**config.mk**
```make
export PLATFORM = sky130hd
export DESIGN_NAME = cam_pingpong_writer_flat
export DESIGN_NICKNAME = d
export VERILOG_FILES = /design/src/rtl/cam_pingpong_writer_pkg.sv /design/src/rtl/cam_pingpong_writer_if.sv /design/src/rtl/cam_sync_edge.sv /design/src/rtl/cam_pingpong_writer.sv /design/src/flat_wrapper.sv
export SDC_FILE = /design/constraint.sdc
export NUM_CORES = 1
export LEC_CHECK = 0
export ABC_AREA = 1
export CORE_ASPECT_RATIO = 0.5
export CORE_MARGIN = 5
export CORE_UTILIZATION = 55
export DETAILED_ROUTE_END_ITERATION = 8
export DONT_BUFFER_PORTS = 1
export PLACE_DENSITY = 0.71
export SYNTH_ARGS = -nofsm -noshare
export SYNTH_HDL_FRONTEND = slang
export SYNTH_SLANG_ARGS = --single-unit
```
**constraint.sdc**
```tcl
create_clock -name sysclk -period 2 [get_ports sysclk]
set_clock_uncertainty 0.2 [all_clocks]
set_input_delay 0.4 -clock sysclk [delete_from_list [all_inputs] [get_ports sysclk]]
set_output_delay 0.4 -clock sysclk [all_outputs]
set_load 0.01 [all_outputs]
```
**src/rtl/cam_pingpong_writer_pkg.sv**
```systemverilog
// Shared types and constants for the camera ping-pong frame writer.
// Holds the capture state encoding, decimation codes and the decimation grid helper.
package cam_pkg;

  typedef enum logic [1:0] {
    CAP_IDLE,
    CAP_WAIT_VS,
    CAP_ACTIVE,
    CAP_HOLD
  } cap_state_e;

  localparam logic [1:0] DEC_1_1  = 2'd0;
  localparam logic [1:0] DEC_1_2  = 2'd1;
  localparam logic [1:0] DEC_1_4  = 2'd2;
  localparam logic [1:0] DEC_RSVD = 2'd3;

  localparam int DROP_W = 8;

  // The reserved code behaves like 1:4.
  function automatic logic [1:0] dec_to_k(input logic [1:0] dec);
    return (dec == DEC_RSVD) ? DEC_1_4 : dec;
  endfunction

  // True when the low k bits of a coordinate are zero (k is at most 2).
  function automatic logic on_grid(input logic [1:0] low, input logic [1:0] k);
    logic [1:0] mask;
    case (k)
      DEC_1_1: mask = 2'b00;
      DEC_1_2: mask = 2'b01;
      default: mask = 2'b11;
    endcase
    return (low & mask) == 2'b00;
  endfunction

endpackage

```
**src/rtl/cam_pingpong_writer_if.sv**
```systemverilog
// Frame-RAM write port driven by the camera writer; the MSB of wraddr selects the bank.
interface cam_wr_if #(
  parameter int PIX_W  = 3,
  parameter int ADDR_W = 16
);
  logic [PIX_W-1:0] wrdata;
  logic [ADDR_W:0]  wraddr;
  logic             wren;

  modport master (output wrdata, wraddr, wren);
  modport slave  (input  wrdata, wraddr, wren);
endinterface

```
**src/rtl/cam_sync_edge.sv**
```systemverilog
// Two-flop synchronizer for one asynchronous camera signal, with single-cycle
// rise/fall pulses taken from the synchronized level.
module cam_sync_edge (
  input  logic clk,
  input  logic rst_n,
  input  logic async_in,
  output logic level,
  output logic rise,
  output logic fall
);
  logic meta;
  logic sync;
  logic sync_d;

  // NOTE: non-blocking assignments make these three registers a true shift chain;
  // blocking ones would collapse it into a single flop.
  always_ff @(posedge clk or negedge rst_n) begin
    if (!rst_n) begin
      meta   <= 1'b0;
      sync   <= 1'b0;
      sync_d <= 1'b0;
    end else begin
      meta   <= async_in;
      sync   <= meta;
      sync_d <= sync;
    end
  end

  assign level = sync;
  assign rise  = sync & ~sync_d;
  assign fall  = ~sync & sync_d;
endmodule

```
**src/rtl/cam_pingpong_writer.sv**
```systemverilog
// Camera-to-frame-buffer writer: captures decimated frames into one RAM bank while the
// reader scans the other, swapping banks only on a reader frame boundary.
module cam_pingpong_writer
  import cam_pkg::*;
#(
  parameter int PIX_W   = 3,
  parameter int ADDR_W  = 16,
  parameter int H_PIX   = 256,
  parameter int V_LINES = 240
) (
  input  logic              sysclk,
  input  logic              resetc,
  input  logic              pclk,
  input  logic              vsync,
  input  logic              href,
  input  logic [PIX_W-1:0]  d,
  input  logic              cap_en,
  input  logic [1:0]        dec,
  input  logic              rd_frame_start,
  cam_wr_if.master          wr,
  output logic              rd_bank,
  output logic              frame_done,
  output logic              short_err,
  output logic [DROP_W-1:0] drop_cnt
);
  // One spare bit lets x and y saturate at H_PIX / V_LINES instead of wrapping.
  localparam int X_W = $clog2(H_PIX) + 1;
  localparam int Y_W = $clog2(V_LINES) + 1;
  localparam logic [X_W-1:0]    X_END    = X_W'(H_PIX);
  localparam logic [Y_W-1:0]    Y_END    = Y_W'(V_LINES);
  localparam logic [DROP_W-1:0] DROP_MAX = {DROP_W{1'b1}};

  logic pclk_lvl, pclk_rise, pclk_fall;
  logic vs_lvl, vs_rise, vs_fall;
  logic href_lvl, href_rise, href_fall;

  cam_sync_edge u_pclk_sync (
    .clk(sysclk), .rst_n(resetc), .async_in(pclk),
    .level(pclk_lvl), .rise(pclk_rise), .fall(pclk_fall)
  );
  cam_sync_edge u_vsync_sync (
    .clk(sysclk), .rst_n(resetc), .async_in(vsync),
    .level(vs_lvl), .rise(vs_rise), .fall(vs_fall)
  );
  cam_sync_edge u_href_sync (
    .clk(sysclk), .rst_n(resetc), .async_in(href),
    .level(href_lvl), .rise(href_rise), .fall(href_fall)
  );

  logic unused_sync;
  assign unused_sync = &{1'b0, pclk_lvl, pclk_fall, vs_lvl, href_rise};

  // Pixel data follows the same two-stage path as pclk so both line up at the rise pulse.
  logic [PIX_W-1:0] d_meta, d_q;
  always_ff @(posedge sysclk or negedge resetc) begin
    if (!resetc) begin
      d_meta <= '0;
      d_q    <= '0;
    end else begin
      d_meta <= d;
      d_q    <= d_meta;
    end
  end

  cap_state_e       state;
  logic [1:0]       k;
  logic [X_W-1:0]   x;
  logic [Y_W-1:0]   y;
  logic [ADDR_W-1:0] addr;
  logic             wbank;
  logic             fresh;

  logic commit, swap, pix_ok;
  assign commit = (state == CAP_ACTIVE) && vs_rise && (y == Y_END);
  assign swap   = rd_frame_start && (fresh || commit);
  assign pix_ok = (x < X_END) && (y < Y_END) && on_grid(x[1:0], k) && on_grid(y[1:0], k);

  assign rd_bank = ~wbank;

  always_ff @(posedge sysclk or negedge resetc) begin
    if (!resetc) begin
      state      <= CAP_IDLE;
      k          <= DEC_1_1;
      x          <= '0;
      y          <= '0;
      addr       <= '0;
      wbank      <= 1'b0;
      fresh      <= 1'b0;
      drop_cnt   <= '0;
      wr.wren    <= 1'b0;
      wr.wrdata  <= '0;
      wr.wraddr  <= '0;
      frame_done <= 1'b0;
      short_err  <= 1'b0;
    end else begin
      wr.wren    <= 1'b0;
      frame_done <= 1'b0;
      short_err  <= 1'b0;

      // A swap toggles the write bank in whatever state it lands; a commit in the
      // same cycle is consumed immediately rather than leaving fresh set.
      if (swap) begin
        wbank <= ~wbank;
        fresh <= 1'b0;
      end else if (commit) begin
        fresh <= 1'b1;
      end

      case (state)
        CAP_IDLE: begin
          if (cap_en) state <= CAP_WAIT_VS;
        end

        CAP_WAIT_VS: begin
          if (!cap_en) begin
            state <= CAP_IDLE;
          end else if (vs_fall) begin
            k     <= dec_to_k(dec);
            x     <= '0;
            y     <= '0;
            addr  <= '0;
            state <= CAP_ACTIVE;
          end
        end

        CAP_ACTIVE: begin
          if (vs_rise) begin
            if (commit) begin
              frame_done <= 1'b1;
              state      <= swap ? CAP_WAIT_VS : CAP_HOLD;
            end else begin
              short_err <= 1'b1;
              state     <= CAP_WAIT_VS;
            end
            if (!cap_en) state <= CAP_IDLE;
          end else begin
            if (pclk_rise && href_lvl) begin
              if (pix_ok) begin
                wr.wren   <= 1'b1;
                wr.wrdata <= d_q;
                wr.wraddr <= {wbank, addr};
                addr      <= addr + 1'b1;
              end
              if (x != X_END) x <= x + 1'b1;
            end
            if (href_fall) begin
              x <= '0;
              if (y != Y_END) y <= y + 1'b1;
            end
          end
        end

        CAP_HOLD: begin
          if (vs_fall && drop_cnt != DROP_MAX) drop_cnt <= drop_cnt + 1'b1;
          if (!cap_en)   state <= CAP_IDLE;
          else if (swap) state <= CAP_WAIT_VS;
        end

        default: state <= CAP_IDLE;
      endcase
    end
  end
endmodule

```
**src/flat_wrapper.sv**
```systemverilog
// flat-port wrapper written by rule: the top's interface ports become plain ports
module cam_pingpong_writer_flat import cam_pkg::*;
#(
  parameter int PIX_W   = 3,
  parameter int ADDR_W  = 16,
  parameter int H_PIX   = 256,
  parameter int V_LINES = 240
)
  (sysclk, resetc, pclk, vsync, href, d, cap_en, dec, rd_frame_start, rd_bank, frame_done, short_err, drop_cnt, wr_wrdata, wr_wraddr, wr_wren);
  cam_wr_if #(.PIX_W(PIX_W), .ADDR_W(ADDR_W)) wr_i ();
  input  logic sysclk;
  input  logic resetc;
  input  logic pclk;
  input  logic vsync;
  input  logic href;
  input  logic [PIX_W-1:0] d;
  input  logic cap_en;
  input  logic [1:0] dec;
  input  logic rd_frame_start;
  output logic rd_bank;
  output logic frame_done;
  output logic short_err;
  output logic [DROP_W-1:0] drop_cnt;
  output wire logic [$bits(wr_i.wrdata)-1:0] wr_wrdata;
  output wire logic [$bits(wr_i.wraddr)-1:0] wr_wraddr;
  output wire logic [$bits(wr_i.wren)-1:0] wr_wren;
  assign wr_wrdata = wr_i.wrdata;
  assign wr_wraddr = wr_i.wraddr;
  assign wr_wren = wr_i.wren;
  cam_pingpong_writer #(.PIX_W(PIX_W), .ADDR_W(ADDR_W), .H_PIX(H_PIX), .V_LINES(V_LINES)) u_core (.sysclk(sysclk), .resetc(resetc), .pclk(pclk), .vsync(vsync), .href(href), .d(d), .cap_en(cap_en), .dec(dec), .rd_frame_start(rd_frame_start), .wr(wr_i), .rd_bank(rd_bank), .frame_done(frame_done), .short_err(short_err), .drop_cnt(drop_cnt));
endmodule
```
Word level (Yosys, flattened, before mapping) --
Cells that the tools add are included.
Storage, ports and cells: register bits 86, latch bits 0, bits in writable memories 0, ROM bits 0, input port bits 12, memories kept 0
Operators by class: $add $sub $neg 4, $mul 0, div/mod/pow operators 0, $lt $le $gt $ge 2, equality and inequality tests 22, shift operators 0, multiplexer cells 41, bitwise operators 12, reductions and logical operators 22
Operators with widths (count):
- $mux W9 | 9
- $mux W16 | 5
- $pmux W9 S2 | 2
- $pmux W16 S2 | 1
- $mux W2 | 10
- $add A9 B1 Y9 const B | 2
- $reduce_and A6 Y1 | 3
- $add A16 B1 Y16 const B | 1
- $mux W1 | 12
- $ne A3 B2 Y1 const B | 4
- $ne A2 B2 Y1 const B | 5
- $eq A9 B8 Y1 const B | 1
- $lt A9 B8 Y1 const B | 1
- $lt A9 B9 Y1 const B | 1
- $ne A9 B8 Y1 const B | 1
- $ne A9 B9 Y1 const B | 1
- $add A8 B1 Y8 const B | 1
- $logic_and A1 B1 Y1 | 8
- $logic_not A2 Y1 | 4
- $ne A2 B1 Y1 const B | 4
- $ne A8 B8 Y1 const B | 1
- $pmux W2 S4 | 1
- $reduce_and A4 Y1 | 2
- $eq A2 B2 Y1 const B | 3
- other kinds (9) | 20

Logic depth before layout (Yosys ltp) --
depth in word-level cells 11, mapped depth 11, mapped depth without buffers 11

Hierarchy --
From an unflattened synthesis, not the netlist that was laid out.
Second synthesis, totals: cells, all modules 478, area total of the unflattened synthesis 4204.0 sq um
By module, submodules not included:
- cam_pingpong_writer | instances 1, cells each 457, area an instance 3933.8 sq um, sequential area each 1926.8 sq um
- cam_sync_edge | instances 3, cells each 7, area an instance 90.1 sq um, sequential area each 75.1 sq um

Worst setup path before layout --
Ideal clock, no wire load.
path type reg2reg, from reg u_core.drop_cnt[1], to reg u_core.drop_cnt[3], arrival 1372 ps, data required time 1683 ps, setup slack 311 ps, stages on the path, launching flop included 9, period minus slack after synthesis 1689 ps, path through dfrtp_1 -> ha_1 -> nand3_1 -> nor2_1 -> nand4_1 -> nand2_1 -> inv_1 -> nand3b_1 -> nand2_1
On the way: cells in the longest elaborated chain, start to end 3, elaborated cells between the ends (all ways) 4, classes of those cells add/sub (1); eq/ne (1); reduce/logical (2)
RTL lines:
- start, declared | RTL line cam_pingpong_writer.sv:24 | output logic [DROP_W-1:0] drop_cnt
- start signal, assigned | RTL line cam_pingpong_writer.sv:154 | if (vs_fall && drop_cnt != DROP_MAX) drop_cnt <= drop_cnt + 1'b1;
- parallel branches: the longest is 3 deep, another holds $add A8 B1 Y8
Parallel ways; which one is timed is not known. A chain may end at the register's enable or synchronous reset.

Worst setup path in the final report --
from reg u_core.state[0], to reg u_core.wr.wrdata[1]
On the way: cells in the longest elaborated chain, start to end 2
RTL lines:
- start, declared | RTL line cam_pingpong_writer.sv:65 | cap_state_e state;
- start signal, assigned | RTL line cam_pingpong_writer.sv:130 | state <= swap ? CAP_WAIT_VS : CAP_HOLD;
- $eq A2 B2 Y1 | RTL line cam_pingpong_writer.sv:109 | case (state)
- $reduce_and A4 Y1 (no line)
- end signal, assigned | RTL line cam_pingpong_writer.sv:140 | wr.wrdata <= d_q;
- end, declared | RTL line cam_pingpong_writer_if.sv:10 | modport master (output wrdata, wraddr, wren);
Every way passes these cells.

==> results.md <==
* CP startpoint kind: register
* Most common cell after layout, fill and taps aside: nand2_1
* Status: complete, but fails checks
* Setup TNS at 0 ps
* Worst VDD drop at 0.000651 V
* First-pass GRT wire length at about 15 mm
* Hpwl dp at 6.03 mm
* Vias at 3414
* Largest net degree at the start of global routing at 87
* Wirelength per Cell at around 13 um
* Starting density of the core at 57.6%
* Clock Path Buffers at 2
* Leak at approximately 2.4 nW
* Peak Freq at 542 MHz
* Die footprint at 9780 um2
* Total CTS buffers at 9
* Root Buffer: clkbuf_16
* Synth Net Count at 562
* Syn avg cell area at 7.89 um2
* DRC at 0
* Fillers at 639
* Vias in the first global route at 3291
* Crit path required time at 2080 ps
* WL final at a little under 9 mm
* Port bufs at 0
* Final nets at 588
* Avg Vias per Cell at about 5
* WS Path Type: register to register
* Antenna violations before repair at 0
* Worst-Margin Slew at 424 ps
* CTS clk-pin slew, worst paths at 70 ps
* Post-synth EDFFs at 0
* Top FF cell, synth: dfrtp_1
* Starting DRT DRC Count at 294
* Die Ht at 72.5 um
* YS warnings at 0
* Critical Path AT at 1930 ps
* H-tree depth at 3
* Core Footprint at approximately 7500 um2
* GRT overflow at 0
* Total track usage at ~20%
* Final setup viols at 0
* ANT nets after route at 0
* Overall power at 4.56 mW
* CTS tree: built
* Min cycle time layout at 1850 ps
* Max-Cap Viols at 0
* Crit path max fanout at 21
* Most frequent cells in the layout: nand2_1 (190), dfrtp_1 (86), inv_1 (56), nor2_1 (50), nand3_1 (33)
* Clock latency on the worst-skew pair at 340 ps
* Hold_buf cts at 9
* N_diodes at 0
* Final hold vios at 86
* GP Congestion at 0.862
* Fraction of final layout cells sized beyond drive strength 1 at a little over a tenth
* Ys async rst share at 100%
* P&R area growth vs syn at 13.9%
* Hold Crit Class: primary input to asynchronous set/reset pin
* #FFs+latches synth at 86
* Final hold slack at -453 ps
* Cell area after synthesis at 4290 um2
* Rows at 22
* Final core occ at ~66%
* Crit. End Element: register
* Cells after Synth at 544
* Place WS at 71.7 ps
* CTS sink cnt at 86
* IO Pins at 44
* First-pass iteration count of the detailed router at 4
* PwrDens at 933 nW/um2
* Max Slew Vio Count at 0
* Failing checks: hold timing
* Post-synth cell types at 33
* Sequential element share of the synthesized area at around 50%
* Rel. slew slack at 71.5%
* Period utilisation layout at between 90% and 100%
* Die X at 135 um
* RSZ-0062 raised after global routing: no
* Final worst slack at 155 ps
==> synthesized netlist by cell type, types with 3 or more instances <==
cell type	number	area [um2]
a21oi_1	6	30.0
buf_2	3	15.0
dfrtp_1	86	2150
ha_1	6	75.1
inv_1	56	210
inv_2	4	15.0
nand2_1	192	721
nand2_2	5	31.3
nand3_1	33	165
nand3b_1	3	22.5
nand4_1	10	62.6
nor2_1	52	195
nor2_4	5	56.3
nor3_1	10	50.1
nor4_1	3	18.8
o21ai_0	13	65.1
o21ai_1	19	95.1
o21ai_2	7	61.3
xor2_1	13	114
==> routing by layer <==
layer	vias up	global-route usage [%]	wire length (um)
li1	1777	-	-
met1	1584	24.3	4160
met2	49	32.8	4250
met3	4	7.76	422
met4	0	4.25	62
met5	-	0	0
==> cells by family (layout without fill, tap and decap cells) <==
logic type | Yosys count | after routing | synth area share, %
flip-flops | 86 | 86 | 50.1
adder cells (fa/ha/maj) | 6 | 6 | 1.75
AND/OR/NAND/NOR | 318 | 319 | 31.8
XOR/XNOR | 15 | 15 | 3.06
buffers and inverters | 70 | 100 | 6.73
AO/OA/AOI/OAI | 49 | 49 | 6.53
==> metrics by stage <==
stage	std cells	hold WS, ps	instance area [um2]
final	683	-453	4890
after global routing	683	-477	4890
after CTS	678	-468	4830
after detailed placement	653	-94.0	4460
after global placement	653	-93.8	4460
after floorplan	544	-95.6	4290
==> layout make-up <==
class | count | area, um2 | area share, %
Clock inverter | 7 | 57.6 | 1.18
Inverter | 61 | 229 | 4.68
Sequential cell | 86 | 2150 | 44.0
Multi-Input combinational cell | 389 | 1880 | 38.5
Clock buffer | 9 | 225 | 4.61
Timing Repair Buffer | 23 | 208 | 4.25
Tap cell | 108 | 135 | 2.76
==> power by group <==
| part | leakage [nW] | internal [mW] | switching, mW |
|---|---|---|---|
| registers | 1.15 | 1.89 | 0.162 |
| clock network | 0.134 | 0.858 | 0.717 |
| logic | 1.12 | 0.298 | 0.638 |
| total | 2.40 | 3.05 | 1.52 |
==> final timing paths <==
kind                                    startpoint                  endpoint  slack (ps)  cells past startpoint
max                                u_core.state[0]       u_core.wr.wrdata[1]         150                      8
min                                         resetc        u_core.drop_cnt[5]        -450                      0
max reg2reg                        u_core.state[0]       u_core.wr.wrdata[1]         150                      8
min reg2reg                u_core.u_pclk_sync.meta  u_core.u_pclk_sync.level         150                      0
max in group asynchronous                   resetc       u_core.wr.wraddr[6]        1890                      0
min in group sysclk                         dec[1]               u_core.k[0]          30                      2
==> what timing repair did <==
action                                  CTS  global route
setup buffers                             0             4
endpoints found under the setup margin    0            31
gates resized for setup                   0             7
hold endpoints to repair                 95            86
==> flip-flops by register name, summed over array words and instances (netlist names), 2 cells and up <==
name / cells
u_core.drop_cnt: 8
u_core.d_q: 3
u_core.wr.wrdata: 3
u_core.addr: 16
u_core.k: 2
u_core.x: 9
u_core.d_meta: 3
u_core.y: 9
u_core.wr.wraddr: 17
u_core.state: 2
==> critical path, cell delays in order (launching register included) <==
cell and delay (ps):
dfrtp_1 460, nor2_4 250, nand2_1 90, inv_1 110
nand4_2 160, buf_12 200, clkinv_1 160, nand2_1 80
nand2_1 70
No activity file was read; power rests on OpenSTA's default activity.
